## src/rtl/game_pkg.sv

```systemverilog
// Shared definitions for the game core and the command issuer: state codes,
// command codes and default timing constants.
package game_pkg;

  typedef enum logic [2:0] {
    ST_READY   = 3'd0,
    ST_PLAYING = 3'd1,
    ST_OVER    = 3'd3,
    ST_SCLEAR  = 3'd4,
    ST_GCLEAR  = 3'd5
  } game_state_e;

  typedef enum logic [3:0] {
    CMD_SCORE  = 4'b0001,
    CMD_LOSE   = 4'b0010,
    CMD_COUNT  = 4'b0101,
    CMD_READY  = 4'b1000,
    CMD_PLAY   = 4'b1010,
    CMD_SCLEAR = 4'b1100,
    CMD_OVER   = 4'b1101,
    CMD_GCLEAR = 4'b1110
  } cmd_e;

  localparam int READY_SEC_DEF = 3;
  localparam int PLAY_SEC0_DEF = 30;
  localparam int PLAY_SEC1_DEF = 25;
  localparam int PLAY_SEC2_DEF = 20;
  localparam int PLAY_SEC3_DEF = 15;

  localparam logic [9:0] SCORE_MAX  = 10'd999;
  localparam logic [1:0] LIVES_INIT = 2'd3;
  localparam logic [1:0] STAGE_MAX  = 2'd3;

endpackage

```

## src/rtl/sec_ticker.sv

```systemverilog
// One-second prescaler: tick_o strobes combinationally on the wrap cycle,
// sec_pulse_o is that strobe registered so it lines up with the new timer value.
module sec_ticker #(
  parameter int TICK_DIV = 1000000
) (
  input  logic clk_i,
  input  logic rst_ni,
  input  logic clear_i,
  input  logic enable_i,
  output logic tick_o,
  output logic sec_pulse_o
);

  localparam int CW = (TICK_DIV > 1) ? $clog2(TICK_DIV) : 1;

  logic [CW-1:0] cnt_q, cnt_d;
  logic          pulse_q;
  logic          wrap;

  assign wrap   = (cnt_q == CW'(TICK_DIV - 1));
  // A clear on the wrap cycle wins: no tick, counter restarts.
  assign tick_o = enable_i && wrap && !clear_i;

  always_comb begin
    cnt_d = cnt_q;
    if (clear_i)       cnt_d = '0;
    else if (enable_i) cnt_d = wrap ? '0 : cnt_q + CW'(1);
  end

  always_ff @(posedge clk_i or negedge rst_ni) begin
    if (!rst_ni) begin
      cnt_q   <= '0;
      pulse_q <= 1'b0;
    end else begin
      cnt_q   <= cnt_d;
      pulse_q <= tick_o;
    end
  end

  assign sec_pulse_o = pulse_q;

endmodule

```

## src/rtl/game_state_core.sv

```systemverilog
// Game state machine: command decode with per-state legality, score/lives
// bookkeeping and a seconds countdown driven by sec_ticker.
module game_state_core
  import game_pkg::*;
#(
  parameter int TICK_DIV  = 1000000,
  parameter int READY_SEC = READY_SEC_DEF,
  parameter int PLAY_SEC0 = PLAY_SEC0_DEF,
  parameter int PLAY_SEC1 = PLAY_SEC1_DEF,
  parameter int PLAY_SEC2 = PLAY_SEC2_DEF,
  parameter int PLAY_SEC3 = PLAY_SEC3_DEF
) (
  input  logic       clk_1mhz,
  input  logic       rst_n,
  input  logic [3:0] flag,
  input  logic       trig,
  output logic       done,
  output logic       sec_posedge,
  output logic       timer_running,
  output logic [6:0] timer,
  output logic [2:0] state,
  output logic [1:0] stage,
  output logic [1:0] lives,
  output logic [9:0] score
);

  localparam logic [6:0] PLAY_TAB [4] = '{7'(PLAY_SEC0), 7'(PLAY_SEC1),
                                          7'(PLAY_SEC2), 7'(PLAY_SEC3)};

  game_state_e state_q, state_d;
  logic [1:0]  stage_q, stage_d;
  logic [1:0]  lives_q, lives_d;
  logic [9:0]  score_q, score_d;
  logic [6:0]  timer_q, timer_d;
  logic        run_q, run_d;
  logic        done_q;
  logic        accept, load, tick, sec_pulse;

  // Legality depends only on current state, so a held command self-blocks
  // once it has moved the machine on.
  always_comb begin
    accept = 1'b0;
    load   = 1'b0;
    if (trig) begin
      case (flag)
        CMD_SCORE, CMD_LOSE:
          accept = (state_q == ST_PLAYING);
        CMD_SCLEAR, CMD_OVER, CMD_GCLEAR: begin
          accept = (state_q == ST_PLAYING);
          load   = accept;
        end
        CMD_COUNT: begin
          accept = (state_q == ST_READY) && !run_q && (timer_q != 7'd0);
          load   = accept;
        end
        CMD_PLAY: begin
          accept = (state_q == ST_READY) && !run_q && (timer_q == 7'd0);
          load   = accept;
        end
        CMD_READY: begin
          accept = (state_q == ST_OVER) || (state_q == ST_SCLEAR) ||
                   (state_q == ST_GCLEAR);
          load   = accept;
        end
        default: begin
          accept = 1'b0;
          load   = 1'b0;
        end
      endcase
    end
  end

  sec_ticker #(.TICK_DIV(TICK_DIV)) u_ticker (
    .clk_i       (clk_1mhz),
    .rst_ni      (rst_n),
    .clear_i     (load),
    .enable_i    (run_q),
    .tick_o      (tick),
    .sec_pulse_o (sec_pulse)
  );

  always_comb begin
    state_d = state_q;
    stage_d = stage_q;
    lives_d = lives_q;
    score_d = score_q;
    timer_d = timer_q;
    run_d   = run_q;
    if (tick) begin
      timer_d = timer_q - 7'd1;
      if (timer_q == 7'd1) run_d = 1'b0;
    end
    if (accept) begin
      case (flag)
        CMD_SCORE:  if (score_q != SCORE_MAX) score_d = score_q + 10'd1;
        CMD_LOSE:   if (lives_q != 2'd0) lives_d = lives_q - 2'd1;
        CMD_COUNT:  run_d = 1'b1;
        CMD_PLAY: begin
          state_d = ST_PLAYING;
          timer_d = PLAY_TAB[stage_q];
          run_d   = 1'b1;
        end
        CMD_SCLEAR: begin state_d = ST_SCLEAR; run_d = 1'b0; end
        CMD_OVER:   begin state_d = ST_OVER;   run_d = 1'b0; end
        CMD_GCLEAR: begin state_d = ST_GCLEAR; run_d = 1'b0; end
        CMD_READY: begin
          if (state_q == ST_SCLEAR) begin
            if (stage_q != STAGE_MAX) stage_d = stage_q + 2'd1;
          end else begin
            stage_d = 2'd0;
            lives_d = LIVES_INIT;
            score_d = '0;
          end
          state_d = ST_READY;
          timer_d = 7'(READY_SEC);
          run_d   = 1'b0;
        end
        default: ;
      endcase
    end
  end

  always_ff @(posedge clk_1mhz or negedge rst_n) begin
    if (!rst_n) begin
      state_q <= ST_READY;
      stage_q <= 2'd0;
      lives_q <= LIVES_INIT;
      score_q <= '0;
      timer_q <= 7'(READY_SEC);
      run_q   <= 1'b0;
      done_q  <= 1'b0;
    end else begin
      state_q <= state_d;
      stage_q <= stage_d;
      lives_q <= lives_d;
      score_q <= score_d;
      timer_q <= timer_d;
      run_q   <= run_d;
      done_q  <= accept;
    end
  end

  assign done          = done_q;
  assign sec_posedge   = sec_pulse;
  assign timer_running = run_q;
  assign timer         = timer_q;
  assign state         = state_q;
  assign stage         = stage_q;
  assign lives         = lives_q;
  assign score         = score_q;

endmodule

```

## config.mk

```make
export PLATFORM = sky130hd
export DESIGN_NAME = game_state_core
export DESIGN_NICKNAME = d
export VERILOG_FILES = /design/src/rtl/game_pkg.sv /design/src/rtl/sec_ticker.sv /design/src/rtl/game_state_core.sv
export SDC_FILE = /design/constraint.sdc
export NUM_CORES = 1
export LEC_CHECK = 0
export CORE_ASPECT_RATIO = 0.7
export CORE_UTILIZATION = 40
export DETAILED_ROUTE_END_ITERATION = 6
export GPL_TIMING_DRIVEN = 0
export PLACE_DENSITY = 0.59
export SYNTH_ARGS = -nofsm -noshare
export SYNTH_HDL_FRONTEND = slang
export SYNTH_HIERARCHICAL = 1
export SYNTH_SLANG_ARGS = --single-unit
```

## constraint.sdc

```tcl
create_clock -name clk_1mhz -period 2.9 [get_ports clk_1mhz]
set_clock_uncertainty 0.1 [all_clocks]
set_input_delay 0.58 -clock clk_1mhz [delete_from_list [all_inputs] [get_ports clk_1mhz]]
set_output_delay 0.58 -clock clk_1mhz [all_outputs]
set_load 0.01 [all_outputs]
```

==> impl_metrics.toml, run 1 <==
[status]
run_status = "complete, but fails checks"
failed_checks = "setup timing"

[clock_tree]
cts-buffers-inserted = 5
number_of_clock_sinks = 47
clk_lat_worst_skew_ns = 0.30
clkSlewWorstSetupHoldPaths_ns = 0.09
cts_max_level = 2
hold_buffers = 0
cts_root_buf = "sky130_fd_sc_hd__clkbuf_8"
clockBufferDepth = 2
tritoncts_clock_tree = "built"

[critical_path]
crit_type = "reg2reg"
cp_data_arrival_time_ns = 2.99
largest_fanout_on_the_critical_path = 5
endpoint_kind = "flip-flop"
critPathLaunchType = "flip-flop"
timing.critical_path.required_ns = 2.99

[routing]
initialDrtViolationCount = 135
viasPerCell = 5.53
route.detailed.drc = 0
ant_nets = 0
routed_wire_length_per_instance_um = 15.3
drt_pass1_iterations = 4
wirelength_um = 7030
route.vias.total = 2545

[logic_synthesis]
synth_top_cells_by_count = "43 x sky130_fd_sc_hd__dfrtp_1, 37 x sky130_fd_sc_hd__nor2_1, 31 x sky130_fd_sc_hd__nand2_1"
ys_types = 59
post_synthesis_compound_gate_area_fraction_pct = 11.7
ys_seq_elements = 47
synthesis.yosys.warnings = 6
synth.mux.area_fraction_pct = 3.47
synthesis.area_per_instance_sq_um = 9.30
synthTopCellsByArea = "sky130_fd_sc_hd__dfrtp_1 37%, sky130_fd_sc_hd__nor2_1 4.8%, sky130_fd_sc_hd__nand2_1 4.0%, sky130_fd_sc_hd__ha_1 3.9%, sky130_fd_sc_hd__nand3_1 3.8%"
sequential_fraction_of_the_synthesis_area_pct = 40.4
synth_area_leader = "sky130_fd_sc_hd__dfrtp_1"
synth-async-reset-ratio_pct = 100
dominantRegCellSynth = "sky130_fd_sc_hd__dfrtp_1"
yosys.area_share.xor_xnor_pct = 6.60
yosys.area_share.simple_pct = 30.1
summed_instance_area_of_the_synthesized_netlist_sq_um = 2920
syn-instance-count = 314
synth_enable_flop_cells = 0
number_of_nets_produced_by_synthesis = 330
yosys.area_share.adder_pct = 3.86
synth_top_area_share_pct = 36.8
synth.most_common_cell = "sky130_fd_sc_hd__dfrtp_1"
largest_family_of_logic_cells_by_synthesized_area = "simple AND/OR/NAND/NOR gates"

[flow_run]
max_cap_violations = 0

[global_route]
global_route.usage.met2_pct = 27.8
grt_util_met1_pct = 29.5
globalRouteMet3Util_pct = 3.55
grt_start_max_net_pins = 33
grt.overflow.total = 0
first_global_vias = 2276
grt.busiest_layer = "met1"
grt_first_pass_wirelength_um = 11700
groute.usage.overall_pct = 19.2
antenna_found_initial = 0

[power]
power_frac_clock_pct = 28.3
power.share.switching_pct = 31.0
power.static_leakage_nw = 1.54
worst_ir_drop_vdd_mv = 0.289
design_power_total_mw = 1.99
power-per-cell-area_nw_per_um2 = 532
combinationalPowerShare_pct = 27.6
p_int_mw = 1.37
power.switching_uw = 615
power.sequential.fraction_pct = 44.1

[place]
pre_cts_slack_ns = -0.897
placed_inst_area_sq_um = 3380
detailed_place_hpwl_um = 4920
placer_congestion_estimate = 0.798
port-buffer-count = 31

[timing]
layout_worst_path_cycle_share_pct = 100
totalNegativeSetupSlack_ns = -0.00213
number_of_max_slew_violations_in_the_final_report = 0
post-route-min-period_ns = 2.90
slew-limit-headroom_pct = 37.9
timing_worst_slew_pin_value_ns = 0.923
timing.final.ws_setup_ns = -0.00213
max_freq_ghz = 0.345
grt_setup_unrepaired = "true"
final_setup_violating_endpoints = 1
finalHoldViolations = 0

[floorplan]
design.portCount = 34
die_footprint_sq_um = 7650
die_y_extent_um = 73.5
core_sq_um = 6910
fp-row-count = 25
floorplan.initialDensity_pct = 42.2
fp.dieW_um = 104

[hold_path]
hold_crit_class = "in2async"

[cells_and_area]
final_layout_size_suffix_gt1_share_pct = 18.3
area_growth_pct = 27.7
antenna_cells = 0
finalNetCount = 381
final_instance_area_sq_um = 3730
per-layer routing:
| metal | vias up | wire, um |
|---|---|---|
| li1 | 1243 | - |
| met2 | 54 | 2910 |
| met4 | 0 | 27 |
| met5 | - | 0 |
| met1 | 1246 | 3780 |
| met3 | 2 | 315 |
final timing paths:
path                       cells past startpoint          startpoint  slack (ns)                  to
max reg2reg                                   11            timer[2]      -0.002  u_ticker/cnt_q[11]
min                                            1               rst_n        0.09            timer[3]
min reg2reg                                    1  u_ticker/cnt_q[17]        0.41  u_ticker/cnt_q[17]
max                                           11            timer[2]      -0.002  u_ticker/cnt_q[11]
min in group clk_1mhz                          1  u_ticker/cnt_q[17]        0.41  u_ticker/cnt_q[17]
max in group asynchronous                      2               rst_n        2.04            lives[1]
power by group through the flow:
| stage | Clock [mW] | Combinational, mW | Sequential [mW] |
|---|---|---|---|
| after floorplan | 0 | 0.305 | 0.865 |
| after global placement | 0 | 0.477 | 0.872 |
| after detailed placement | 0 | 0.490 | 0.871 |
| after CTS | 0.587 | 0.521 | 0.866 |
| after global routing | 0.605 | 0.606 | 0.897 |
| final | 0.562 | 0.547 | 0.876 |
placed cells by master (no fill, tap or decap), types with 4 or more instances in the layout:
cell type,n
sky130_fd_sc_hd__nor2b_1,7
sky130_fd_sc_hd__a32o_1,6
sky130_fd_sc_hd__inv_1,8
sky130_fd_sc_hd__o21ai_0,7
sky130_fd_sc_hd__clkbuf_1,4
sky130_fd_sc_hd__nor3b_1,4
sky130_fd_sc_hd__buf_4,15
sky130_fd_sc_hd__ha_1,9
sky130_fd_sc_hd__a31oi_1,4
sky130_fd_sc_hd__nor2_1,32
sky130_fd_sc_hd__clkbuf_8,5
sky130_fd_sc_hd__nand3_1,21
sky130_fd_sc_hd__clkdlybuf4s50_1,28
sky130_fd_sc_hd__dfrtp_1,42
sky130_fd_sc_hd__xnor2_1,10
sky130_fd_sc_hd__mux2i_1,8
sky130_fd_sc_hd__xor2_1,12
sky130_fd_sc_hd__nor3_1,6
sky130_fd_sc_hd__nand2_1,30
sky130_fd_sc_hd__nor4_1,4
sky130_fd_sc_hd__o21ai_1,5
sky130_fd_sc_hd__dfstp_2,4
sky130_fd_sc_hd__nor3_2,4
sky130_fd_sc_hd__buf_2,6
sky130_fd_sc_hd__nand2b_1,6
sky130_fd_sc_hd__nand4_1,10
registers in the layout, summed over array words and instances (netlist names):
| name | cells |
|---|---|
| done | 1 |
| lives | 2 |
| score | 10 |
| stage | 2 |
| state | 3 |
| timer | 7 |
| timer_running | 1 |
| u_ticker/cnt_q | 20 |
| u_ticker/sec_pulse_o | 1 |
area by class of cell:
cell class / instances / area [sq um]
Inverter: 8 / 30.0
Multi-Input combinational cell: 245 / 1770
Buffer: 14 / 85.1
Sequential cell: 47 / 1180
Clock inverter: 2 / 60.1
Tap cell: 94 / 118
Clock buffer: 6 / 72.6
Timing Repair Buffer: 44 / 414
Fill cell: 623 / 3180
through the flow:
stage,hold slack [ns],std cells,utilization [%]
finish,0.0891,460,54.0
detailed placement,0.397,440,48.9
floorplan,0.184,314,-
CTS,0.0875,455,52.8
global placement,0.393,439,48.7
global route,0.106,460,54.0
critical path: stages (launching register included):
cell and delay, ns:
sky130_fd_sc_hd__dfrtp_2 0.44, sky130_fd_sc_hd__or4_4 0.59, sky130_fd_sc_hd__nor3b_4 0.25, sky130_fd_sc_hd__mux2i_2 0.29, sky130_fd_sc_hd__nor2_2 0.09, sky130_fd_sc_hd__nor2_4 0.18
sky130_fd_sc_hd__o2111ai_4 0.16, sky130_fd_sc_hd__nor3_2 0.22, sky130_fd_sc_hd__buf_4 0.16, sky130_fd_sc_hd__nand4_1 0.11, sky130_fd_sc_hd__xor2_1 0.16, sky130_fd_sc_hd__nor2_1 0.05
cell families (layout without fill, tap and decap cells):
kind of cell / count (synthesis) / after routing
AOI/OAI and AO/OA: 47 / 47
DFF: 47 / 47
buffers and inverters: 22 / 74
muxes: 10 / 10
adders and majority gates: 9 / 9
and+or+nand+nor: 157 / 157
xor gates and xnor gates: 22 / 22
what timing repair did:
action	in CTS	in global routing
resized for setup	21	8
endpoints found under the setup margin	39	21
pin swaps	5	9
buffers inserted	7	5
No activity file was read; power rests on OpenSTA's default activity.
==> run 2: changes to the inputs <==
CORE_ASPECT_RATIO = default   (was 0.7)
DONT_BUFFER_PORTS = 1   (was default)
PLACE_DENSITY = 0.52   (was 0.59)
==> run 2 against run 1 <==
The run now ends clean. Die area about the same. Largest power group unchanged. Setup slack better by 0.0085 ns. Critical endpoint is now timer_running. First-iteration DRC count down 23%. Via count down 7.2%.
==> impl_metrics.toml, run 2 (synthesis gave the netlist of run 1 again) <==
[power]
power.static_leakage_nw = 1.44
worst_ir_drop_vdd_mv = 0.227
power-per-cell-area_nw_per_um2 = 536

[global_route]
groute.usage.overall_pct = 19.2
grt_start_max_net_pins = 44
first_global_vias = 2257
grt.overflow.total = 0
antenna_found_initial = 0
grt_first_pass_wirelength_um = 11400

[flow_run]
max_cap_violations = 0

[hold_path]
hold_crit_class = "in2async"

[timing]
layout_worst_path_cycle_share_pct = 99.8
timing_worst_slew_pin_value_ns = 0.708
finalHoldViolations = 0
number_of_max_slew_violations_in_the_final_report = 0
post-route-min-period_ns = 2.89
max_freq_ghz = 0.346
slew-limit-headroom_pct = 52.7
timing.final.ws_setup_ns = 0.00640
grt_setup_unrepaired = "true"
final_setup_violating_endpoints = 0

[floorplan]
floorplan.initialDensity_pct = 42.3
fp.dieW_um = 87.4
core_sq_um = 6910
design.portCount = 34
die_y_extent_um = 87.4
fp-row-count = 30
die_footprint_sq_um = 7650

[cells_and_area]
instances_no_fill = 435
fillerInstances = 680
finalNetCount = 354
final_layout_size_suffix_gt1_share_pct = 20.1
sequential_cell_area_sq_um = 1180
register_containing_the_most_flip_flops_in_the_final_layout = "u_ticker/cnt_q"
layout.cells.most_common = "sky130_fd_sc_hd__dfrtp_1"
antenna_cells = 0
finish.utilization_pct = 49.7
largest_reg_flops = 20
area_growth_pct = 17.4
layout.cells.most_common_list = "41 x sky130_fd_sc_hd__dfrtp_1, 33 x sky130_fd_sc_hd__nor2_1, 29 x sky130_fd_sc_hd__nand2_1, 22 x sky130_fd_sc_hd__nand3_1, 16 x sky130_fd_sc_hd__buf_4"
multiInputGateArea_sq_um = 1740

[routing]
initialDrtViolationCount = 104
routed_wire_length_per_instance_um = 15.8
route.detailed.drc = 0
drt_pass1_iterations = 4
viasPerCell = 5.43
ant_nets = 0
wirelength_um = 6870
route.vias.total = 2362

[clock_tree]
cts_max_level = 2
tritoncts_clock_tree = "built"
clk_lat_worst_skew_ns = 0.29
number_of_clock_sinks = 47
clkSlewWorstSetupHoldPaths_ns = 0.09
cts_root_buf = "sky130_fd_sc_hd__clkbuf_8"
clockBufferDepth = 2
cts-buffers-inserted = 5

[place]
dp_cells = 410
detailed_place_hpwl_um = 4630
placer_congestion_estimate = 0.766
pre_cts_slack_ns = -0.430
port-buffer-count = 0

[critical_path]
largest_fanout_on_the_critical_path = 5
timing.critical_path.required_ns = 2.98
critPathLaunchType = "flip-flop"
cp_data_arrival_time_ns = 2.98
endpoint_kind = "flip-flop"
crit_type = "reg2reg"

[status]
run_status = "completed"
run 2: layout make-up:
type                       instances  share of cell area [%]
tap                               96                    3.50
timing repair buffer              17                    4.45
clock inverter                     2                    1.02
multi-input combinational        245                    50.8
sequential                        47                    34.5
buffer                            14                    2.41
inverter                           8                   0.876
clock buffer                       6                    2.41
run 2: where the power goes:
| group | switching, mW | internal [mW] | total [mW] |
|---|---|---|---|
| Sequential | 0.147 | 0.748 | 0.895 |
| Clock | 0.219 | 0.279 | 0.498 |
| Combinational | 0.230 | 0.215 | 0.445 |
| Total | 0.596 | 1.24 | 1.84 |
run 2: metrics by stage:
| stage | power (mW) | setup TNS [ns] | cell area, sq um | hold WS (ns) |
|---|---|---|---|---|
| 2_1_floorplan | 1.17 | 0 | 2940 | 0.184 |
| 3_3_place_gp | 1.26 | -4.33 | 3060 | 0.186 |
| 3_5_place_dp | 1.27 | -4.52 | 3060 | 0.186 |
| 4_1_cts | 1.86 | -0.223 | 3380 | 0.00160 |
| 5_1_grt | 1.96 | -1.19 | 3430 | 0.00528 |
| 6_report | 1.84 | 0 | 3430 | 0.00819 |
run 2: critical path: stages, from the launching register on:
cell and delay [ns]:
sky130_fd_sc_hd__dfrtp_2 0.46, sky130_fd_sc_hd__or4_4 0.57, sky130_fd_sc_hd__nor3b_4 0.22, sky130_fd_sc_hd__mux2i_2 0.10
sky130_fd_sc_hd__nor2_2 0.16, sky130_fd_sc_hd__nor2_4 0.08, sky130_fd_sc_hd__nand2b_4 0.20, sky130_fd_sc_hd__nor2_4 0.15
sky130_fd_sc_hd__nand2_2 0.08, sky130_fd_sc_hd__o31ai_4 0.24, sky130_fd_sc_hd__o22ai_2 0.11, sky130_fd_sc_hd__a221o_1 0.30
run 2: final timing paths:
path,startpoint,to,slack [ns],cells after the start
setup / recovery,timer[3],timer_running,0.006,11
hold / removal,rst_n,u_ticker/cnt_q[15],0.008,1
setup reg to reg,timer[3],timer_running,0.006,11
hold reg to reg,u_ticker/cnt_q[17],u_ticker/cnt_q[17],0.41,1
max in group asynchronous,rst_n,lives[1],2.03,1
min in group clk_1mhz,u_ticker/cnt_q[17],u_ticker/cnt_q[17],0.41,1
run 2: per-layer routing:
layer / track usage, % / routed length, um / vias to the layer above
met5: 0 / 0 / -
met4: 5.22 / 72 / 0
met3: 3.89 / 234 / 6
met2: 31.6 / 3320 / 42
met1: 25.7 / 3240 / 1130
li1: - / - / 1184
run 2: what timing repair did:
item / in CTS / in global routing
gates resized for setup: 20 / 4
endpoints found under the hold margin: 43 / 2
pin swaps: 10 / 11
hold buffers: 2 / 1
setup buffers: 10 / 4
endpoints found under the setup margin: 22 / 28
==> run 3: changes to the inputs <==
MAX_ROUTING_LAYER = met4   (was default)
==> run 3 against run 2 <==
Combinational power about the same. Critical path depth unchanged. Highest routed layer unchanged. Register-to-register slack about the same.
==> impl_metrics.toml, run 3 (synthesis gave the netlist of run 1 again) <==
[routing]
routed_wire_length_per_instance_um = 15.8
wirelength_um = 6850
route.detailed.drc = 0
drt_pass1_iterations = 4
initialDrtViolationCount = 104
viasPerCell = 5.40
ant_nets = 0
route.vias.total = 2347

[clock_tree]
tritoncts_clock_tree = "built"
clk_lat_worst_skew_ns = 0.30
cts-buffers-inserted = 5
number_of_clock_sinks = 47
cts_root_buf = "sky130_fd_sc_hd__clkbuf_8"
clkSlewWorstSetupHoldPaths_ns = 0.09
cts_max_level = 2
clockBufferDepth = 2

[critical_path]
largest_fanout_on_the_critical_path = 5
path_buf_inv = 0
path_common_cell = "sky130_fd_sc_hd__nor2_4"
cp_slowest_cell = "sky130_fd_sc_hd__or4_4"
endpoint_kind = "flip-flop"
rr_startpoint = "timer[3]"
minimum_setup_slack_among_reg_to_reg_paths_ns = 0.008
path_cells = "or4_4, nor3b_4, mux2i_2, nor2_2, nor2_4, nand2b_4, nor2_4, nand2_2, o31ai_4, o22ai_2, a221o_1"
rr_worst_depth = 11
timing.critical_path.required_ns = 2.98
crit_type = "reg2reg"
cpPeakStageDelay_ns = 0.57
critPathLaunchType = "flip-flop"
r2r_end = "timer_running"
crit_family = "simple AND/OR/NAND/NOR gates"
cp_data_arrival_time_ns = 2.97

[status]
run_status = "completed"

[floorplan]
die_y_extent_um = 87.4
die_footprint_sq_um = 7650
core_sq_um = 6910
floorplan.initialDensity_pct = 42.3
fp.dieW_um = 87.4
design.portCount = 34
fp-row-count = 30

[timing]
post-route-min-period_ns = 2.89
slew-limit-headroom_pct = 53.1
timing_worst_slew_pin_value_ns = 0.703
totalNegativeSetupSlack_ns = 0
finalHoldViolations = 0
layout_worst_path_cycle_share_pct = 99.7
number_of_max_slew_violations_in_the_final_report = 0
grt_setup_unrepaired = "true"
final_setup_violating_endpoints = 0
max_freq_ghz = 0.346

[cells_and_area]
largest_reg_flops = 20
finalNetCount = 354
area_growth_pct = 17.4
layout.cells.most_common = "sky130_fd_sc_hd__dfrtp_1"
antenna_cells = 0
register_containing_the_most_flip_flops_in_the_final_layout = "u_ticker/cnt_q"
layout.cells.most_common_list = "41 x sky130_fd_sc_hd__dfrtp_1, 33 x sky130_fd_sc_hd__nor2_1, 29 x sky130_fd_sc_hd__nand2_1, 22 x sky130_fd_sc_hd__nand3_1, 16 x sky130_fd_sc_hd__buf_4"
finish.utilization_pct = 49.7
final_layout_size_suffix_gt1_share_pct = 20.1

[global_route]
antenna_found_initial = 0
grt_start_max_net_pins = 44
grt.overflow.total = 0
grt_first_pass_wirelength_um = 11300
groute.usage.overall_pct = 19.8
first_global_vias = 2265

[power]
worst_ir_drop_vdd_mv = 0.227
power.static_leakage_nw = 1.44
power-per-cell-area_nw_per_um2 = 536

[hold_path]
hold_crit_class = "in2async"

[place]
detailed_place_hpwl_um = 4630
placer_congestion_estimate = 0.776
port-buffer-count = 0

[flow_run]
max_cap_violations = 0
==> run 3: layer usage <==
metal  GRT usage, %  wire, um  share of wire, %
met5              -         0                 0
met4           5.22        87               1.3
met3           3.79       204               3.0
met2           31.5      3300                48
met1           25.8      3260                48
==> run 3: area by class of cell <==
type	instances	area (sq um)
multi-input cells	245	1740
plain buffers	14	82.6
clock buffers	6	82.6
well taps	96	120
flip-flops and latches	47	1180
clock inverters	2	35.0
repair buffers	17	153
fillers	680	3480
inverters	8	30.0
==> run 3: metrics by stage <==
stage / hold WS (ns) / cells / worst slack (ns) / power, mW / instance area, sq um
CTS: 0.00160 / 430 / -0.0628 / 1.86 / 3380
global route: 0.00530 / 435 / -0.123 / 1.96 / 3430
detailed placement: 0.186 / 410 / -0.430 / 1.27 / 3060
finish: 0.00557 / 435 / 0.00825 / 1.84 / 3430
floorplan: 0.184 / 314 / 0.00523 / 1.17 / 2940
global placement: 0.186 / 410 / -0.431 / 1.26 / 3060
==> run 3: how the worst max path moves through the flow <==
stage,from,to,cells past startpoint
CTS,timer[2],timer_running,11
finish,timer[3],timer_running,11
detailed placement,timer[3],timer_running,11
global route,timer[3],timer[5],11
floorplan,timer[3],timer_running,11
global placement,timer[3],timer_running,11
==> run 3: timing repair <==
action	4_1_cts	5_1_grt
gates resized for setup	20	4
cloned	0	0
endpoints found under the setup margin	22	28
hold buffers	2	1
buffers inserted	10	4
pin swaps	10	11
hold endpoints to repair	43	2
==> run 3: worst reg2reg max path: stages (launching register included) <==
cell and delay, ns:
sky130_fd_sc_hd__dfrtp_2 0.46, sky130_fd_sc_hd__or4_4 0.57, sky130_fd_sc_hd__nor3b_4 0.22, sky130_fd_sc_hd__mux2i_2 0.10
sky130_fd_sc_hd__nor2_2 0.16, sky130_fd_sc_hd__nor2_4 0.09, sky130_fd_sc_hd__nand2b_4 0.20, sky130_fd_sc_hd__nor2_4 0.15
sky130_fd_sc_hd__nand2_2 0.08, sky130_fd_sc_hd__o31ai_4 0.24, sky130_fd_sc_hd__o22ai_2 0.11, sky130_fd_sc_hd__a221o_1 0.29
==> run 3: power by group <==
group / switching, mW / total (mW) / internal (mW)
registers: 0.148 / 0.896 / 0.748
clock network: 0.220 / 0.499 / 0.279
logic: 0.230 / 0.445 / 0.215
